**config.mk**
```make
export PLATFORM = sky130hd
export DESIGN_NAME = counter_sched
export DESIGN_NICKNAME = d
export VERILOG_FILES = /design/src/rtl/counter_sched_pkg.sv /design/src/rtl/sched_counter.sv /design/src/rtl/counter_sched.sv
export SDC_FILE = /design/constraint.sdc
export NUM_CORES = 1
export LEC_CHECK = 0
export ABC_AREA = 1
export BUFFER_PORTS_ARGS = -buffer_cell sky130_fd_sc_hd__buf_4
export CORE_AREA = 2 2 57 59
export CTS_BUF_LIST = sky130_fd_sc_hd__clkbuf_4
export CTS_CLUSTER_DIAMETER = 80
export DETAILED_ROUTE_END_ITERATION = 6
export DIE_AREA = 0 0 59 61
export GPL_ROUTABILITY_DRIVEN = 1
export PLACE_DENSITY = 0.69
export SLEW_MARGIN = 5
export SYNTH_ARGS = -nofsm -noshare
export SYNTH_HDL_FRONTEND = slang
export SYNTH_HIERARCHICAL = 1
export SYNTH_SLANG_ARGS = --single-unit
export TNS_END_PERCENT = 5
```
**constraint.sdc**
```tcl
create_clock -name clk -period 1.78 [get_ports clk]
set_input_delay 0.089 -clock clk [delete_from_list [all_inputs] [get_ports clk]]
set_output_delay 0.089 -clock clk [all_outputs]
set_load 0.01 [all_outputs]
```
**src/rtl/counter_sched_pkg.sv**
```systemverilog
// counter_sched_pkg: shared constants and types for the counter scheduler.
//   NREQ    - number of requesters the scheduler supports (fixed at 2)
//   state_t - scheduler FSM state encoding
package counter_sched_pkg;

  localparam int NREQ = 2;

  typedef enum logic [1:0] {
    ST_IDLE = 2'd0,
    ST_LOAD = 2'd1,
    ST_RUN  = 2'd2,
    ST_DONE = 2'd3
  } state_t;

endpackage

```
**src/rtl/sched_counter.sv**
```systemverilog
// sched_counter: shared up-counter for the scheduler.
//   clk, reset - clock, async active-high reset (value -> 0)
//   clear      - synchronous clear to 0, wins over enable
//   enable     - increment by one this cycle
//   value      - current count
module sched_counter #(
  parameter int WIDTH = 8
) (
  input  logic             clk,
  input  logic             reset,
  input  logic             clear,
  input  logic             enable,
  output logic [WIDTH-1:0] value
);

  logic [WIDTH-1:0] value_q, value_d;

  always_comb begin
    value_d = value_q;
    if (clear)       value_d = '0;
    else if (enable) value_d = value_q + 1'b1;
  end

  always_ff @(posedge clk or posedge reset) begin
    if (reset) value_q <= '0;
    else       value_q <= value_d;
  end

  assign value = value_q;

endmodule

```
**src/rtl/counter_sched.sv**
```systemverilog
// counter_sched: two-requester round-robin scheduler that grants a shared
// counter for a latched interval length.
//   clk, reset  - clock, async active-high reset
//   req         - per-requester request level
//   len0, len1  - interval length per requester
//   gnt         - one-hot grant of the current owner (LOAD/RUN only)
//   busy        - high in LOAD, RUN, DONE
//   done        - one-cycle completion pulse (DONE state)
//   done_id     - owner that completed, qualified by done
//   value       - shared counter value
module counter_sched
  import counter_sched_pkg::*;
#(
  parameter int WIDTH = 8,
  parameter int NREQ  = counter_sched_pkg::NREQ
) (
  input  logic             clk,
  input  logic             reset,
  input  logic [NREQ-1:0]  req,
  input  logic [WIDTH-1:0] len0,
  input  logic [WIDTH-1:0] len1,
  output logic [NREQ-1:0]  gnt,
  output logic             busy,
  output logic             done,
  output logic             done_id,
  output logic [WIDTH-1:0] value
);

  state_t           state_q, state_d;
  logic             ptr_q, ptr_d;
  logic             owner_q, owner_d;
  logic [WIDTH-1:0] len_q, len_d;
  logic             cnt_clear, cnt_en;
  logic             win;

  sched_counter #(.WIDTH(WIDTH)) u_cnt (
    .clk    (clk),
    .reset  (reset),
    .clear  (cnt_clear),
    .enable (cnt_en),
    .value  (value)
  );

  // Pointer requester wins a tie; otherwise whoever is asking.
  assign win = req[ptr_q] ? ptr_q : ~ptr_q;

  always_comb begin
    state_d   = state_q;
    ptr_d     = ptr_q;
    owner_d   = owner_q;
    len_d     = len_q;
    cnt_clear = 1'b0;
    cnt_en    = 1'b0;
    case (state_q)
      ST_IDLE: begin
        if (|req) begin
          state_d   = ST_LOAD;
          owner_d   = win;
          len_d     = win ? len1 : len0;
          // Clear now so value already reads 0 during LOAD.
          cnt_clear = 1'b1;
        end
      end
      ST_LOAD, ST_RUN: begin
        if (!req[owner_q]) begin
          // Abandon: drop the interval without a done pulse.
          state_d   = ST_IDLE;
          cnt_clear = 1'b1;
          ptr_d     = ~owner_q;
        end else if (value == len_q) begin
          // Stopping on equality (not counting past) keeps the counter from wrapping.
          state_d = ST_DONE;
        end else begin
          state_d = ST_RUN;
          cnt_en  = 1'b1;
        end
      end
      ST_DONE: begin
        state_d = ST_IDLE;
        ptr_d   = ~owner_q;
      end
      default: state_d = ST_IDLE;
    endcase
  end

  always_ff @(posedge clk or posedge reset) begin
    if (reset) begin
      state_q <= ST_IDLE;
      ptr_q   <= 1'b0;
      owner_q <= 1'b0;
      len_q   <= '0;
    end else begin
      state_q <= state_d;
      ptr_q   <= ptr_d;
      owner_q <= owner_d;
      len_q   <= len_d;
    end
  end

  // Moore outputs, decoded purely from state flops.
  always_comb begin
    gnt     = '0;
    busy    = (state_q != ST_IDLE);
    done    = (state_q == ST_DONE);
    done_id = (state_q == ST_DONE) & owner_q;
    if (state_q == ST_LOAD || state_q == ST_RUN) gnt[owner_q] = 1'b1;
  end

endmodule
```
==> run_results.csv, run 1 <==
group,metric,value,unit
global_routing,use_met3,1.92,%
timing,finalHoldViolCount,0,
die,die_area,0.00360,sq mm
global_routing,overflow,0,
timing,min_period,1.69,ns
pwr,p_leak,0.925,nW
die,initial_core_util,43.0,%
timing,finalMaxSlewViolations,0,
synth,synth_cell_type_count,22,
route,wirelength,2790,microns
clocking,cts_root_buf,"clkbuf_4",
global_routing,use_met1,24.7,%
synth,synth_compound_area_share,11.5,%
timing,tightest_slew,0.448,ns
global_routing,busiest_layer,"met2",
global_routing,antenna_found_initial,0,
route,drt_iter0_markers,24,
route,ant_nets,0,
route,drcViolationCount,0,
finish,stdcell_count,260,
route,vias,1227,
global_routing,grt_pass1_vias,1083,
synth,synth.mux.area_fraction,0,%
synth,synth-adder-area-share,2.96,%
worst_setup_path,cp_cell_sequence,"inv_1 > ha_4 > inv_1 > nor2_2 > inv_1 > a21oi_2 > nor2_4 > nor2_4 > o21ai_0 > nor2_1",
worst_setup_path,critPathSlowestCell,"dfrtp_1",
run_status,outcome,"complete, no violations",
clocking,worstSkewPairLatency,0.31,ns
worst_setup_path,reg2reg_to,"u_cnt/value[2]",
worst_setup_path,critPathKind,"flip-flop to flip-flop",
worst_setup_path,crit_buf_inv,3,
finish,fill_cells,275,
place,portBuffers,32,
pwr,ir_worst_vdd,0.637,mV
timing,finClkSkew,0.00632,ns
worst_setup_path,crit_family,"simple AND/OR/NAND/NOR gates",
finish,drive_above_1_share,28.6,%
global_routing,grtUsageTotal,17.3,%
synth,netlist.area_leader.share,39.4,%
min_path,hold_depth,3,
die,die_h,61,microns
die,die_x,59,microns
route,wl_per_cell,10.7,microns
place,hpwl,2190,microns
worst_setup_path,crit_path_max_fanout,6,
finish,insertedDiodeCount,0,
synth,synth_simple_gate_area_share,31.3,%
timing,slew_headroom,70.1,%
finish,layout.nets,251,
place,globalplace.congestion,0.765,
place,placedCellCount,253,
pwr,power_density,1500,mW/mm^2
worst_setup_path,worst_path_most_repeated_cell,"inv_1",
timing,fmax,593,MHz
worst_setup_path,cp.arrival,1.90,ns
worst_setup_path,r2r_slack,0.09,ns
synth,syn_area_per_cell,7.13,sq um
timing,finalCritPeriodShare,94.7,%
finish,area_delta_synth_final,36.3,%
run,max-cap-violations,0,
finish,final_core_util,58.6,%
synth,synthTopCellsByArea,"dfrtp_1, nand2_1, inv_1, nor2_1, o21ai_1",
worst_setup_path,worstSetupEndpoint,"u_cnt/value[2]",
finish,multi_input_area,647,sq um
finish,seqCellArea,500,sq um
worst_setup_path,cp.depth,10,
route,post_drt_via_cell_ratio,4.72,
worst_setup_path,r2r_cells,10,
worst_setup_path,end_kind,"flip-flop",
die,core-area,0.00295,sq mm
worst_setup_path,worstPathRequired,1.99,ns
clocking,cts_buffer_depth,2,
clocking,htreeDepth,1,
die,io_pins,33,
worst_setup_path,slowest_delay,0.40,ns
synth,synth_nets,201,
synth,syn_inst,178,
synth,synth-xor-area-share,2.76,%
synth,synth_top_family_by_area,"simple AND/OR/NAND/NOR gates",
worst_setup_path,startpoint_type,"flip-flop",
global_routing,grt_util_met2,26.8,%
synth,synth_top_area_cell,"dfrtp_1",
synth,synth.yosys.seq_area_share,39.4,%
worst_setup_path,startpoint,"state_q[1]",
clocking,cts_tree,"built",
timing,setup_viol,0,
global_routing,grt_max_degree,14,
clocking,cts.sinks,20,
min_path,min_path_type,"input port to flip-flop",
worst_setup_path,r2r-start,"state_q[1]",
die,row_count,20,
synth,yosys_warnings,6,
clocking,clk_pin_slew_worst_paths,0.13,ns
synth,syn_area,0.00127,sq mm
route,drt_first_pass_iters,6,
synth,ys_seq_elements,20,
global_routing,grt_pass1_wl,4730,microns
clocking,cts_buffers,3,
flip-flops by register name (all words and copies together) (netlist names):
signal and cells:
len_q 8, owner_q 1, ptr_q 1, state_q 2, u_cnt/value 8
repair_timing:
action                                 CTS  global route
gates resized for setup                  2             4
endpoints found under the hold margin   20             0
setup endpoints to repair                3             7
hold buffers                             1             0
cloned                                   0             0
pin swaps                                0             3
setup buffers                            0             2
kinds of logic after synthesis:
group	after synthesis
adder cells (fa/ha/maj)	3
buffers and inverters	38
AND/OR/NAND/NOR	86
XOR/XNOR	4
AO/OA/AOI/OAI	27
flip-flops	20
worst reg2reg max path, delay by kind of cell (launching register included):
family	cells	cell delay, ns
adder cells (fa/ha/maj)	1	0.22
AO/OA/AOI/OAI	2	0.26
AND/OR/NAND/NOR	4	0.42
buffers and inverters	3	0.29
flip-flops	1	0.40
cells in the mapped netlist (all sizes together):
cell type,instances
dfrtp,20
xnor2,4
nor2,30
inv,37
nand4,2
nor3,1
nand2,47
ha,3
a21oi,4
nor3b,1
nand3,5
o21ai,17
o22ai,6
buf,1
where the power goes:
group / switching, mW / internal [mW]
registers: 0.114 / 0.613
clock network: 0.154 / 0.228
logic: 0.814 / 0.665
total: 1.08 / 1.51
stage by stage:
stage | power (mW) | hold slack (ns) | instance area (sq um) | TNS, ns | worst slack [ns]
floorplan | 1.63 | -0.0953 | 1270 | 0 | 0.0175
global placement | 2.08 | 0.0826 | 1620 | 0 | 0.0358
detailed placement | 2.09 | 0.0878 | 1620 | 0 | 0.00461
CTS | 2.50 | 0.0192 | 1690 | 0 | 0.0788
global route | 2.84 | 0.0238 | 1730 | -0.0101 | -0.0101
finish | 2.59 | 0.0259 | 1730 | 0 | 0.0937
worst min-delay path by stage:
| stage | start | to | slack [ns] |
|---|---|---|---|
| after floorplan | reset | u_cnt/value[0] | -0.1 |
| after global placement | reset | u_cnt/value[0] | 0.08 |
| after detailed placement | reset | u_cnt/value[4] | 0.09 |
| after CTS | len0[5] | len_q[5] | 0.02 |
| after global routing | len0[2] | len_q[2] | 0.02 |
| final | len0[2] | len_q[2] | 0.03 |
cell usage in the layout, fill, tap and decap left out, types with 2 or more instances in the layout:
cell / instances
o21ai_1: 14
dfrtp_1: 20
inv_2: 2
o21ai_0: 2
xnor2_1: 4
buf_4: 45
ha_1: 2
clkbuf_4: 3
inv_1: 34
nand2_1: 46
nand3_1: 4
a21oi_1: 2
nand4_1: 2
nor2_4: 4
nor2_1: 24
o22ai_1: 6
metal layers:
metal  wire [microns]  vias up
met1             1380      539
met4               31        0
li1                 -      648
met2             1260       36
met3              117        4
met5                0        -
area by class of cell:
type / instances / share of cell area [%]
multi-input cells: 120 / 37.4
flip-flops and latches: 20 / 28.9
repair buffers: 46 / 20.1
inverters: 37 / 8.17
well taps: 33 / 2.39
clock inverters: 1 / 1.74
clock buffers: 3 / 1.30
(Power assumes the default switching activity.)
==> inputs of run 2 (changes only) <==
- PLACE_DENSITY: 0.69 -> 0.67
- clock period: 1.78 -> 1.9 ns (I/O delays scaled with it)
==> run 2 against run 1 <==
  * Maximum frequency down 2.3%
  * Register-to-register slack better by 0.08 ns
  * Sequential cell count unchanged
  * Core utilization down 2.2 points
  * Critical path depth up 2
  * Critical endpoint is now u_cnt/value[5]
  * Largest cell class unchanged
  * Largest power group unchanged
  * Highest routed layer unchanged
==> run_results.csv, run 2 (synthesized netlist as in run 1, its figures left out) <==
group,metric,value,unit
route,wl_per_cell,11.5,microns
min_path,min_path_type,"input port to flip-flop",
finish,insertedDiodeCount,0,
run,max-cap-violations,0,
finish,fill_cells,294,
worst_setup_path,end_kind,"flip-flop",
pwr,power_density,1340,mW/mm^2
worst_setup_path,worstPathRequired,2.14,ns
worst_setup_path,worstSetupEndpoint,"u_cnt/value[5]",
worst_setup_path,reg2reg_to,"u_cnt/value[5]",
pwr,power.share.clock,9.6,%
place,post-place-ws,0.000701,ns
die,die_x,59,microns
global_routing,overflow,0,
worst_setup_path,startpoint_type,"flip-flop",
pwr,power_frac_seq,31.1,%
finish,stdcell_count,255,
route,drt_first_pass_iters,4,
pwr,p_leak,0.886,nW
worst_setup_path,crit_path_max_fanout,6,
timing,finalCritPeriodShare,90.9,%
die,die_h,61,microns
worst_setup_path,r2r_slack,0.17,ns
timing,min_period,1.73,ns
pwr,intPower,1.22,mW
place,postPlaceCellArea,0.00159,sq mm
die,row_count,20,
finish,final_core_util,56.4,%
finish,layout.nets,246,
route,drcViolationCount,0,
timing,setup_ws,0.174,ns
finish,drive_above_1_share,26.6,%
pwr,p_comb_share,59.3,%
route,vias,1231,
timing,finalMaxSlewViolations,0,
global_routing,busiest_layer,"met2",
global_routing,grtUsageTotal,18.4,%
pwr,ir_worst_vdd,0.666,mV
clocking,cts_tree,"built",
timing,finalHoldViolCount,0,
worst_setup_path,startpoint,"state_q[0]",
clocking,cts_buffer_depth,2,
timing,fin_tns_setup,0,ns
global_routing,use_met1,23.1,%
global_routing,grt_max_degree,14,
timing,setup_viol,0,
clocking,cts.sinks,20,
worst_setup_path,r2r_cells,12,
worst_setup_path,cp.arrival,1.97,ns
timing,fmax,579,MHz
global_routing,use_met3,2.99,%
finish,final_cell_mix,"nand2_1, buf_4, inv_1",
route,drt_iter0_markers,26,
die,initial_core_util,43.0,%
clocking,worstSkewPairLatency,0.31,ns
pwr,swShare,45.2,%
global_routing,grt_pass1_wl,5010,microns
clocking,clk_pin_slew_worst_paths,0.12,ns
route,ant_nets,0,
pwr,p_switching,1.01,mW
timing,finClkSkew,0.00550,ns
run_status,outcome,"complete, no violations",
global_routing,grt_util_met2,31.1,%
place,hpwl,2370,microns
finish,layout_commonest_cell,"nand2_1",
clocking,cts_buffers,3,
timing,tightest_slew,0.470,ns
timing,rsz0062_at_grt,"no",
global_routing,antenna_found_initial,0,
route,post_drt_via_cell_ratio,4.83,
timing,slew_headroom,68.6,%
die,core-area,0.00295,sq mm
route,wirelength,2940,microns
die,die_area,0.00360,sq mm
clocking,htreeDepth,1,
die,io_pins,33,
global_routing,grt_pass1_vias,1155,
clocking,cts_root_buf,"clkbuf_4",
finish,fin_area,0.00167,sq mm
place,globalplace.congestion,0.770,
place,placedCellCount,248,
worst_setup_path,critPathKind,"flip-flop to flip-flop",
worst_setup_path,r2r-start,"state_q[0]",
place,portBuffers,32,
finish,area_delta_synth_final,31.2,%
-- run 2: repair_timing --
action                                  4_1_cts  5_1_grt
gates resized for setup                       1        4
endpoints found under the setup margin        2        7
buffers inserted                              0        2
hold endpoints to repair                     20        0
hold buffers                                  1        0
-- run 2: worst min path at each step --
stage	start	to	slack, ns	cells past startpoint
after floorplan	reset	u_cnt/value[0]	-0.09	1
after global placement	reset	u_cnt/value[7]	0.06	2
after detailed placement	reset	u_cnt/value[7]	0.07	2
after CTS	len0[3]	len_q[3]	0.04	3
after global routing	len0[4]	len_q[4]	0.04	3
final	len0[3]	len_q[3]	0.04	3
-- run 2: stage by stage --
step	power, mW	hold WS [ns]
floorplan	1.52	-0.0893
global placement	1.87	0.0635
detailed placement	1.92	0.0700
CTS	2.14	0.0426
global route	2.45	0.0415
finish	2.23	0.0358
-- run 2: power by group through the flow --
stage	Sequential [mW]	Combinational, mW	Clock, mW
2_1_floorplan	0.691	0.834	0
3_3_place_gp	0.694	1.17	0
3_5_place_dp	0.705	1.21	0
4_1_cts	0.695	1.23	0.216
5_1_grt	0.717	1.49	0.239
6_report	0.693	1.32	0.214
-- run 2: layout make-up --
type                            instances  area (sq um)  area share [%]
Inverter                               37           141            8.48
Tap cell                               33          41.3            2.48
Clock inverter                          1          3.75           0.225
Timing Repair Buffer                   41           310            18.6
Multi-Input combinational cell        120           647            38.8
Sequential cell                        20           500            30.0
Clock buffer                            3          22.5            1.35
-- run 2: metal layers --
metal,vias to the layer above,share of wire (%)
met2,28,51
li1,635,-
met4,0,1.5
met5,-,0
met1,563,44
met3,5,3.8
-- run 2: critical path, stage by stage (launching register included) --
cell and delay [ns]:
dfrtp_1 0.39, inv_1 0.08, ha_4 0.28, inv_1 0.06, nor2_2 0.12, inv_1 0.11
a21oi_4 0.16, nor2_4 0.09, nor2_4 0.11, nand2_1 0.07, nand2_1 0.06, nand2_1 0.04
nor2_1 0.09
